`src/rtl/pwl_tuner_pkg.sv`:
```
// Shared types, fixed-point scaling and code-to-value helpers for the PWL notch tuner.
// w0 is carried as integer rad/s, q in units of 0.01; slopes are per clk cycle (divide by TCLK for per-second).
package pwl_tuner_pkg;

  typedef enum logic [1:0] {IDLE, RAMP, SETTLE, DONE} tuner_state_t;

  localparam int unsigned W_WCODE    = 10;
  localparam int unsigned W_QCODE    = 6;
  localparam int unsigned W_W0       = 30;
  localparam int unsigned W_W0S      = 24;
  localparam int unsigned W_Q        = 9;
  localparam int unsigned W_QS       = 6;
  localparam int unsigned W0_MIN     = 6283200;
  localparam int unsigned W0_STEP    = 628320;
  localparam int unsigned MAX_DW     = 6283200;
  localparam int unsigned Q_MIN      = 50;
  localparam int unsigned Q_STEP     = 5;
  localparam int unsigned MAX_DQ     = 10;
  localparam int unsigned SETTLE_CYC = 16;
  localparam int unsigned W_CNT      = $clog2(SETTLE_CYC);

  function automatic logic [W_W0-1:0] w0_of_code(input logic [W_WCODE-1:0] c);
    return W_W0'(W0_MIN) + W_W0'(c) * W_W0'(W0_STEP);
  endfunction

  function automatic logic [W_Q-1:0] q_of_code(input logic [W_QCODE-1:0] c);
    return W_Q'(Q_MIN) + W_Q'(c) * W_Q'(Q_STEP);
  endfunction

endpackage

```
`src/rtl/pwl_slew_limiter.sv`:
```
// One slew-limited PWL channel: holds segment start value, slope and target.
// The position at an edge is start+slope; each step writes a new segment clamped to +/-MAX_STEP.
module pwl_slew_limiter #(
  parameter int unsigned W        = 30,
  parameter int unsigned WS       = 24,
  parameter int unsigned MAX_STEP = 1,
  parameter int unsigned RST_VAL  = 0
) (
  input  logic          clk,
  input  logic          rstn,
  input  logic          load,
  input  logic [W-1:0]  tgt_in,
  input  logic          step_en,
  output logic [W-1:0]  val,
  output logic [WS-1:0] slope,
  output logic [W-1:0]  cur_c,
  output logic          reached_c
);

  localparam logic signed [W:0] MAX_S = (W+1)'(MAX_STEP);

  logic [W-1:0]      val_q, val_d, tgt_q, tgt_d;
  logic [WS-1:0]     slope_q, slope_d;
  logic signed [W:0] cur_ext, diff;

  assign cur_ext   = $signed({1'b0, val_q}) + $signed({{(W+1-WS){slope_q[WS-1]}}, slope_q});
  assign diff      = $signed({1'b0, tgt_q}) - cur_ext;
  assign cur_c     = W'(cur_ext);
  assign reached_c = (diff == '0);

  // Clamp keeps the last segment landing exactly on target
  always_comb begin
    val_d   = val_q;
    slope_d = slope_q;
    tgt_d   = tgt_q;
    if (load) tgt_d = tgt_in;
    if (step_en) begin
      val_d = W'(cur_ext);
      if (diff > MAX_S)       slope_d = WS'(MAX_S);
      else if (diff < -MAX_S) slope_d = WS'(-MAX_S);
      else                    slope_d = WS'(diff);
    end
  end

  always_ff @(posedge clk or negedge rstn) begin
    if (!rstn) begin
      val_q   <= W'(RST_VAL);
      slope_q <= '0;
      tgt_q   <= W'(RST_VAL);
    end else begin
      val_q   <= val_d;
      slope_q <= slope_d;
      tgt_q   <= tgt_d;
    end
  end

  assign val   = val_q;
  assign slope = slope_q;

endmodule

```
`src/rtl/pwl_notch_tuner.sv`:
```
// Rate-limited w0/q controller for the PWL notch filter with req/ack capture and settle flag.
// Define NOTCH_TUNER_Q_RAMP_EN to slew q as well; otherwise q steps on the capture edge.
module pwl_notch_tuner
  import pwl_tuner_pkg::*;
(
  input  logic               clk,
  input  logic               rstn,
  input  logic               req,
  input  logic [W_WCODE-1:0] w0_code,
  input  logic [W_QCODE-1:0] q_code,
  output logic               ack,
  output logic               busy,
  output logic               done,
  output logic [W_W0-1:0]    w0,
  output logic [W_W0S-1:0]   w0_slope,
  output logic [W_Q-1:0]     q,
  output logic [W_QS-1:0]    q_slope
);

  tuner_state_t     state_q, state_d;
  logic [W_CNT-1:0] cnt_q, cnt_d;
  logic             ack_q, ack_d, busy_q, busy_d, done_q, done_d;
  logic             cap_c, step_c;
  logic [W_W0-1:0]  w0_cur_c;
  logic             w0_reached_c, q_match_c, q_reached_c;

  pwl_slew_limiter #(
    .W(W_W0), .WS(W_W0S), .MAX_STEP(MAX_DW), .RST_VAL(W0_MIN)
  ) u_w0 (
    .clk(clk), .rstn(rstn), .load(cap_c), .tgt_in(w0_of_code(w0_code)),
    .step_en(step_c), .val(w0), .slope(w0_slope), .cur_c(w0_cur_c),
    .reached_c(w0_reached_c)
  );

`ifdef NOTCH_TUNER_Q_RAMP_EN
  logic [W_Q-1:0] q_cur_c;

  pwl_slew_limiter #(
    .W(W_Q), .WS(W_QS), .MAX_STEP(MAX_DQ), .RST_VAL(Q_MIN)
  ) u_q (
    .clk(clk), .rstn(rstn), .load(cap_c), .tgt_in(q_of_code(q_code)),
    .step_en(step_c), .val(q), .slope(q_slope), .cur_c(q_cur_c),
    .reached_c(q_reached_c)
  );

  assign q_match_c = (q_cur_c == q_of_code(q_code));
`else
  logic [W_Q-1:0] q_q, q_d;

  // q jumps straight to target on capture, never ramps
  always_comb begin
    q_d = q_q;
    if (cap_c) q_d = q_of_code(q_code);
  end

  always_ff @(posedge clk or negedge rstn) begin
    if (!rstn) q_q <= W_Q'(Q_MIN);
    else       q_q <= q_d;
  end

  assign q           = q_q;
  assign q_slope     = '0;
  assign q_match_c   = 1'b1;
  assign q_reached_c = 1'b1;
`endif

  always_comb begin
    state_d = state_q;
    cnt_d   = cnt_q;
    ack_d   = 1'b0;
    busy_d  = busy_q;
    done_d  = done_q;
    cap_c   = 1'b0;
    step_c  = 1'b0;
    case (state_q)
      IDLE, DONE: begin
        if (req) begin
          cap_c  = 1'b1;
          ack_d  = 1'b1;
          busy_d = 1'b1;
          done_d = 1'b0;
          cnt_d  = '0;
          if (w0_cur_c == w0_of_code(w0_code) && q_match_c) state_d = SETTLE;
          else                                             state_d = RAMP;
        end
      end
      RAMP: begin
        step_c = 1'b1;
        if (w0_reached_c && q_reached_c) begin
          state_d = SETTLE;
          cnt_d   = '0;
        end
      end
      SETTLE: begin
        if (cnt_q == W_CNT'(SETTLE_CYC - 1)) begin
          state_d = DONE;
          busy_d  = 1'b0;
          done_d  = 1'b1;
        end else begin
          cnt_d = cnt_q + W_CNT'(1);
        end
      end
      default: state_d = IDLE;
    endcase
  end

  always_ff @(posedge clk or negedge rstn) begin
    if (!rstn) begin
      state_q <= IDLE;
      cnt_q   <= '0;
      ack_q   <= 1'b0;
      busy_q  <= 1'b0;
      done_q  <= 1'b0;
    end else begin
      state_q <= state_d;
      cnt_q   <= cnt_d;
      ack_q   <= ack_d;
      busy_q  <= busy_d;
      done_q  <= done_d;
    end
  end

  assign ack  = ack_q;
  assign busy = busy_q;
  assign done = done_q;

endmodule

```
`config.mk`:
```
export PLATFORM = sky130hd
export DESIGN_NAME = pwl_notch_tuner
export DESIGN_NICKNAME = d
export VERILOG_FILES = /design/src/rtl/pwl_tuner_pkg.sv /design/src/rtl/pwl_slew_limiter.sv /design/src/rtl/pwl_notch_tuner.sv
export SDC_FILE = /design/constraint.sdc
export NUM_CORES = 1
export LEC_CHECK = 0
export CELL_PAD_IN_SITES_DETAIL_PLACEMENT = 0
export CELL_PAD_IN_SITES_GLOBAL_PLACEMENT = 1
export CORE_AREA = 2 2 155 157
export CTS_CLUSTER_DIAMETER = 80
export DETAILED_ROUTE_END_ITERATION = 8
export DIE_AREA = 0 0 157 159
export HOLD_SLACK_MARGIN = 0.08
export MAX_ROUTING_LAYER = met4
export PLACE_DENSITY = 0.88
export SLEW_MARGIN = 20
export SYNTH_ARGS = -nofsm -noshare
export SYNTH_HDL_FRONTEND = slang
export SYNTH_SLANG_ARGS = --single-unit
```
`constraint.sdc`:
```
create_clock -name clk -period 11.7 [get_ports clk]
set_clock_uncertainty 0.05 [all_clocks]
set_input_delay 2.34 -clock clk [delete_from_list [all_inputs] [get_ports clk]]
set_output_delay 2.34 -clock clk [all_outputs]
set_load 0.02 [all_outputs]
```
==> flow_metrics.py, run 1 <==
metrics = {
    "critical_path": {
        "worst_setup_path_end_kind": "flip-flop",
        "reg2reg_depth": 21,
        "reg2reg_from": "u_w0.val[0]$_DFFE_PN0N_",
        "cp-start-kind": "input port",
        "reg2reg_slack_ps": 4750,
        "crit_start": "w0_code[8]",
        "rr_endpoint": "u_w0.slope[11]$_DFFE_PN0N_",
        "crit_type": "input port to flip-flop",
        "cp.arrival_ps": 9050,
        "cp_max_fo": 10,
        "cp_data_required_time_ps": 11850,
        "cp-endpoint": "state_q[0]$_DFFE_PN0P_",
    },
    "layout": {
        "num-nets-final": 1594,
        "drive_gt1_share_pct": 7.89,
        "layout_commonest_cell": "ha_1",
        "antenna_cells": 0,
        "fin_cells": 1713,
        "layout_common_cells": "ha_1 (149), inv_1 (147), nand2_1 (117), a21oi_1 (86), clkdlybuf4s50_1 (83)",
        "syn_to_final_growth_pct": 11.9,
    },
    "synthesis": {
        "ys_seq_elements": 97,
        "syn_inst": 1333,
        "post_synth_num_cell_types": 87,
        "synth_top_area_share_pct": 16.3,
        "postSynthAreaPerCell_um2": 8.65,
        "ys_top_cells_by_area": "ha_1 (16%), dfrtp_1 (14%), dfstp_2 (7.5%)",
        "async_reset_ff_share_pct": 100,
        "synth_flop_cell": "dfrtp_1",
        "synth_largest_area_cell": "ha_1",
        "syn_area_um2": 11500,
        "yosys_warnings": 0,
        "ys_seq_area_share_pct": 21.4,
        "synth_edf_count": 0,
    },
    "floorplanning": {
        "die_w_um": 157,
        "start_util_pct": 49.7,
        "core.rowCount": 56,
        "die_h_um": 159,
        "die_area_um2": 25000,
        "io_pins": 91,
        "core-area_um2": 23200,
    },
    "run_status": {
        "run_status": "finished clean",
    },
    "detailed_routing": {
        "wl_per_cell_um": 17.5,
        "drc_errors": 0,
        "first_pass_iters": 5,
        "wl_met1_um": 14100,
        "ant_nets": 0,
        "wl_um": 29900,
        "drtIter0Drc": 481,
        "via_per_inst": 5.72,
        "vias": 9796,
        "met2_length_um": 14000,
        "dr_wl_met3_um": 1180,
        "routed.top_layer": "met4",
    },
    "placed_design": {
        "gp_congestion": 0.982,
        "io_buffers": 84,
        "hpwlAfterDp_um": 24800,
        "placed_cells": 1697,
    },
    "sta": {
        "layout_min_cycle_time_ps": 8900,
        "tightest_slew_ps": 1000,
        "post-route-period-util_pct": 76.1,
        "drv_slew": 0,
        "relSlewSlack_pct": 33.1,
        "rsz0062_at_grt": "no",
        "fmaxAchievable_ghz": 0.112,
        "hold_viol_final": 0,
        "setup_viol": 0,
        "fin_tns_setup_ps": 0,
    },
    "global_route": {
        "grt_max_degree": 69,
        "grt_pass1_vias": 9468,
        "grt_usage_pct": 25.0,
        "grt_pass1_wl_um": 48700,
        "overflow": 0,
        "antenna_found_initial": 0,
    },
    "clocking": {
        "path_clk_slew_ps": 70,
        "hold_buffers": 0,
        "post_cts_buffers": 0,
        "cts_resized": 0,
        "cts_max_path_buffers": 2,
        "worst_skew_pair.late_latency_ps": 350,
        "cts_tree": "built",
        "clock-sinks": 97,
        "ctsHtreeMaxLevel": 3,
        "numCtsBuffers": 9,
        "cts_root_buf": "clkbuf_16",
    },
    "run": {
        "maxCapViolCount": 0,
    },
    "min_path": {
        "hold_class": "flip-flop to flip-flop",
    },
}
-- cells by family after synthesis --
family / share of synthesized area [%]
AOI/OAI and AO/OA: 21.0
xor gates and xnor gates: 9.98
buffers and inverters: 6.79
other: 0.0325
DFF: 21.4
adders and majority gates: 22.5
muxes: 3.49
and+or+nand+nor: 14.7
-- critical path, cell delays in order --
cell	delay, ps
clkdlybuf4s50_1	640
inv_1	80
ha_1	350
fa_1	540
inv_1	50
fa_1	480
fa_1	450
fa_1	440
ha_1	430
a21o_1	240
or4_1	550
a221oi_2	430
nand4_1	240
o21bai_1	480
nand3b_1	210
xnor2_1	160
nor2_1	60
a211o_1	250
o41ai_2	450
a32oi_1	170
-- synthesized netlist by cell type (all sizes together), types with 5 or more instances --
master	count
ha	150
inv	147
nand2	118
a21oi	88
o21ai	87
nor2	66
dfrtp	64
xnor2	58
xor2	45
fa	36
clkbuf	34
a21o	33
dfstp	33
nand3	28
nand4	27
nor3	27
mux2	26
a31oi	16
buf	16
o21bai	15
o221ai	14
o31ai	13
mux2i	11
o21a	11
or3	11
nand2b	10
o22ai	10
and3	9
nor4	9
a211o	8
nor2b	7
o211ai	7
xor3	7
a211oi	6
a221oi	6
and2	6
or2	6
o2111ai	5
-- cell type report --
cell class | instances | area (µm²)
inverters | 148 | 556
flip-flops and latches | 97 | 2470
multi-input cells | 1043 | 8300
well taps | 319 | 399
fillers | 2185 | 10300
repair buffers | 90 | 883
clock buffers | 10 | 229
clock inverters | 6 | 66.3
-- per-stage QoR --
stage	setup WS [ps]	util (%)	cell area (µm²)	hold slack [ps]
2_1_floorplan	3750	-	11500	406
3_3_place_gp	2620	54.3	12600	414
3_5_place_dp	2450	54.3	12600	422
4_1_cts	2820	55.6	12900	435
5_1_grt	2350	55.6	12900	442
6_report	2800	55.6	12900	430
-- how the worst min path moves through the flow --
stage / endpoint / cells after the start / from / slack, ps
after global routing: u_w0.tgt_q[16]$_DFFE_PN1P_ / 2 / u_w0.tgt_q[16]$_DFFE_PN1P_ / 440
after global placement: u_w0.val[22]$_DFFE_PN1N_ / 2 / u_w0.val[22]$_DFFE_PN1N_ / 410
after floorplan: u_w0.tgt_q[13]$_DFFE_PN0P_ / 2 / u_w0.tgt_q[13]$_DFFE_PN0P_ / 410
after detailed placement: u_w0.val[11]$_DFFE_PN1N_ / 2 / u_w0.val[11]$_DFFE_PN1N_ / 420
final: u_w0.tgt_q[15]$_DFFE_PN1P_ / 2 / u_w0.tgt_q[15]$_DFFE_PN1P_ / 430
after CTS: u_w0.tgt_q[15]$_DFFE_PN1P_ / 2 / u_w0.tgt_q[15]$_DFFE_PN1P_ / 440
-- routing by layer --
layer	GRT usage, %	up-vias
met4	6.88	0
li1	-	4876
met1	33.4	4689
met3	3.32	37
met2	39.8	194
met5	-	-
-- sequential cells by signal, summed over array words and instances (netlist names) --
signal,cells
ack,1
busy,1
done,1
u_w0.val,30
u_w0.slope,24
state_q,2
cnt_q,4
u_w0.tgt_q,25
q,9
Power of run 1 is not shown: default switching activity piles up to over one toggle a cycle in this logic, so the estimate is an artifact.
==> run 2: changes to the inputs <==
CORE_AREA = 2 2 162 164   (was 2 2 155 157)
DIE_AREA = 0 0 164 166   (was 0 0 157 159)
PLACE_DENSITY = 0.82   (was 0.88)
clock period = 8.2 ns   (was 11.7 ns; I/O delays follow)
==> flow_metrics.py, run 2 (synthesis gave the netlist of run 1 again) <==
metrics = {
    "run_status": {
        "run_status": "finished clean",
    },
    "clocking": {
        "path_clk_slew_ps": 70,
        "hold_buffers": 0,
        "numCtsBuffers": 9,
        "cts_root_buf": "clkbuf_16",
        "cts_resized": 0,
        "ctsHtreeMaxLevel": 3,
        "cts_tree": "built",
        "cts_max_path_buffers": 2,
        "clock-sinks": 97,
        "post_cts_buffers": 0,
        "worst_skew_pair.late_latency_ps": 360,
    },
    "detailed_routing": {
        "via_per_inst": 5.67,
        "wl_per_cell_um": 16.9,
        "drtIter0Drc": 576,
        "wl_um": 29600,
        "drc_errors": 0,
        "first_pass_iters": 8,
        "ant_nets": 0,
        "vias": 9942,
    },
    "placed_design": {
        "dp_slack_ps": 74.7,
        "hpwlAfterDp_um": 24700,
        "io_buffers": 84,
        "gp_congestion": 0.933,
        "placed_area_um2": 12800,
    },
    "layout": {
        "layout_commonest_cell": "ha_1",
        "num-nets-final": 1618,
        "post-route-cell-area_um2": 13100,
        "layout_common_cells": "ha_1 (149), inv_1 (147), nand2_1 (117), a21oi_1 (86), clkdlybuf4s50_1 (83)",
        "antenna_cells": 0,
        "syn_to_final_growth_pct": 13.9,
        "largest_register_ffs": 30,
        "drive_gt1_share_pct": 9.38,
    },
    "critical_path": {
        "crit_type": "input port to flip-flop",
        "cp_num_buf_inv": 3,
        "cp_slowest_stage_delay_ps": 550,
        "critPathSlowestCell": "fa_1",
        "worstPathCellList": "clkdlybuf4s50_1 -> inv_1 -> ha_1 -> fa_1 -> inv_1 -> fa_1 -> fa_1 -> fa_1 -> ha_1 -> nand2_1 -> nor3_1 -> or4_1 -> a221oi_2 -> nand4_1 -> nor2_1 -> xor3_1 -> nor4_1 -> and4b_1 -> o2111ai_1 -> o41ai_2 -> a32oi_1",
        "cp_data_required_time_ps": 8360,
        "worst_setup_path_end_kind": "flip-flop",
        "critPathTopFamily": "adder cells",
        "cp.arrival_ps": 7950,
        "cp-start-kind": "input port",
        "cp_max_fo": 8,
        "cpMostUsedCell": "fa_1",
    },
    "global_route": {
        "grt_max_degree": 69,
        "grt_usage_pct": 22.6,
        "grt_pass1_vias": 9458,
        "overflow": 0,
        "grt_pass1_wl_um": 48300,
        "antenna_found_initial": 0,
    },
    "floorplanning": {
        "die_w_um": 164,
        "die_area_um2": 27200,
        "die_h_um": 166,
        "core.rowCount": 59,
        "core-area_um2": 25600,
        "io_pins": 91,
        "start_util_pct": 45.0,
    },
    "sta": {
        "worst_slack_ps": 410,
        "relSlewSlack_pct": 26.1,
        "drv_slew": 0,
        "rsz0062_at_grt": "no",
        "fin_tns_setup_ps": 0,
        "post-route-period-util_pct": 95.0,
        "hold_viol_final": 0,
        "setup_viol": 0,
        "tightest_slew_ps": 1100,
        "layout_min_cycle_time_ps": 7790,
        "fmaxAchievable_ghz": 0.128,
    },
    "min_path": {
        "hold_class": "flip-flop to flip-flop",
    },
    "run": {
        "maxCapViolCount": 0,
    },
}
run 2: area by class of cell:
type                    count  area [µm²]
well taps                 335         419
inverters                 148         556
clock buffers              11         243
flip-flops and latches     97        2470
repair buffers            114        1060
fillers                  2443       12500
clock inverters             5        78.8
multi-input cells        1043        8300
run 2: stage by stage:
stage | instances | hold WS, ps | util, %
final | 1753 | 424 | 51.2
after global routing | 1753 | 448 | 51.2
after CTS | 1753 | 427 | 51.2
after detailed placement | 1737 | 417 | 50.0
after global placement | 1737 | 415 | 50.0
after floorplan | 1338 | 406 | -
run 2: final timing paths:
kind                                              end                     start  slack [ps]  cells past startpoint
setup / recovery               state_q[0]$_DFFE_PN0P_                w0_code[8]         410                     21
hold / removal               u_w0.val[22]$_DFFE_PN1N_  u_w0.val[22]$_DFFE_PN1N_         420                      2
setup reg to reg            u_w0.slope[1]$_DFFE_PN0N_   u_w0.val[0]$_DFFE_PN0N_        1260                     22
hold reg to reg              u_w0.val[22]$_DFFE_PN1N_  u_w0.val[22]$_DFFE_PN1N_         420                      2
max in group asynchronous  u_w0.slope[22]$_DFFE_PN0N_                      rstn        5760                      2
min in group asynchronous   u_w0.tgt_q[5]$_DFFE_PN0P_                      rstn        1220                      1
run 2: worst register-to-register path: cells and delay by family (launching register included):
kind                       cells  cell delay [ps]
AOI/OAI and AO/OA              8             2930
xor gates and xnor gates       1              360
adders and majority gates      3              910
buffers and inverters          2              170
DFF                            1              370
and+or+nand+nor                8             1970
run 2: metal layers:
| metal | up-vias | share of wire, % | global-route usage [%] |
|---|---|---|---|
| met2 | 214 | 47 | 36.5 |
| met5 | - | 0 | - |
| met1 | 4751 | 47 | 29.9 |
| li1 | 4934 | - | - |
| met3 | 43 | 3.9 | 2.97 |
| met4 | 0 | 2.3 | 5.80 |
Power of run 2 is left out for the same reason.
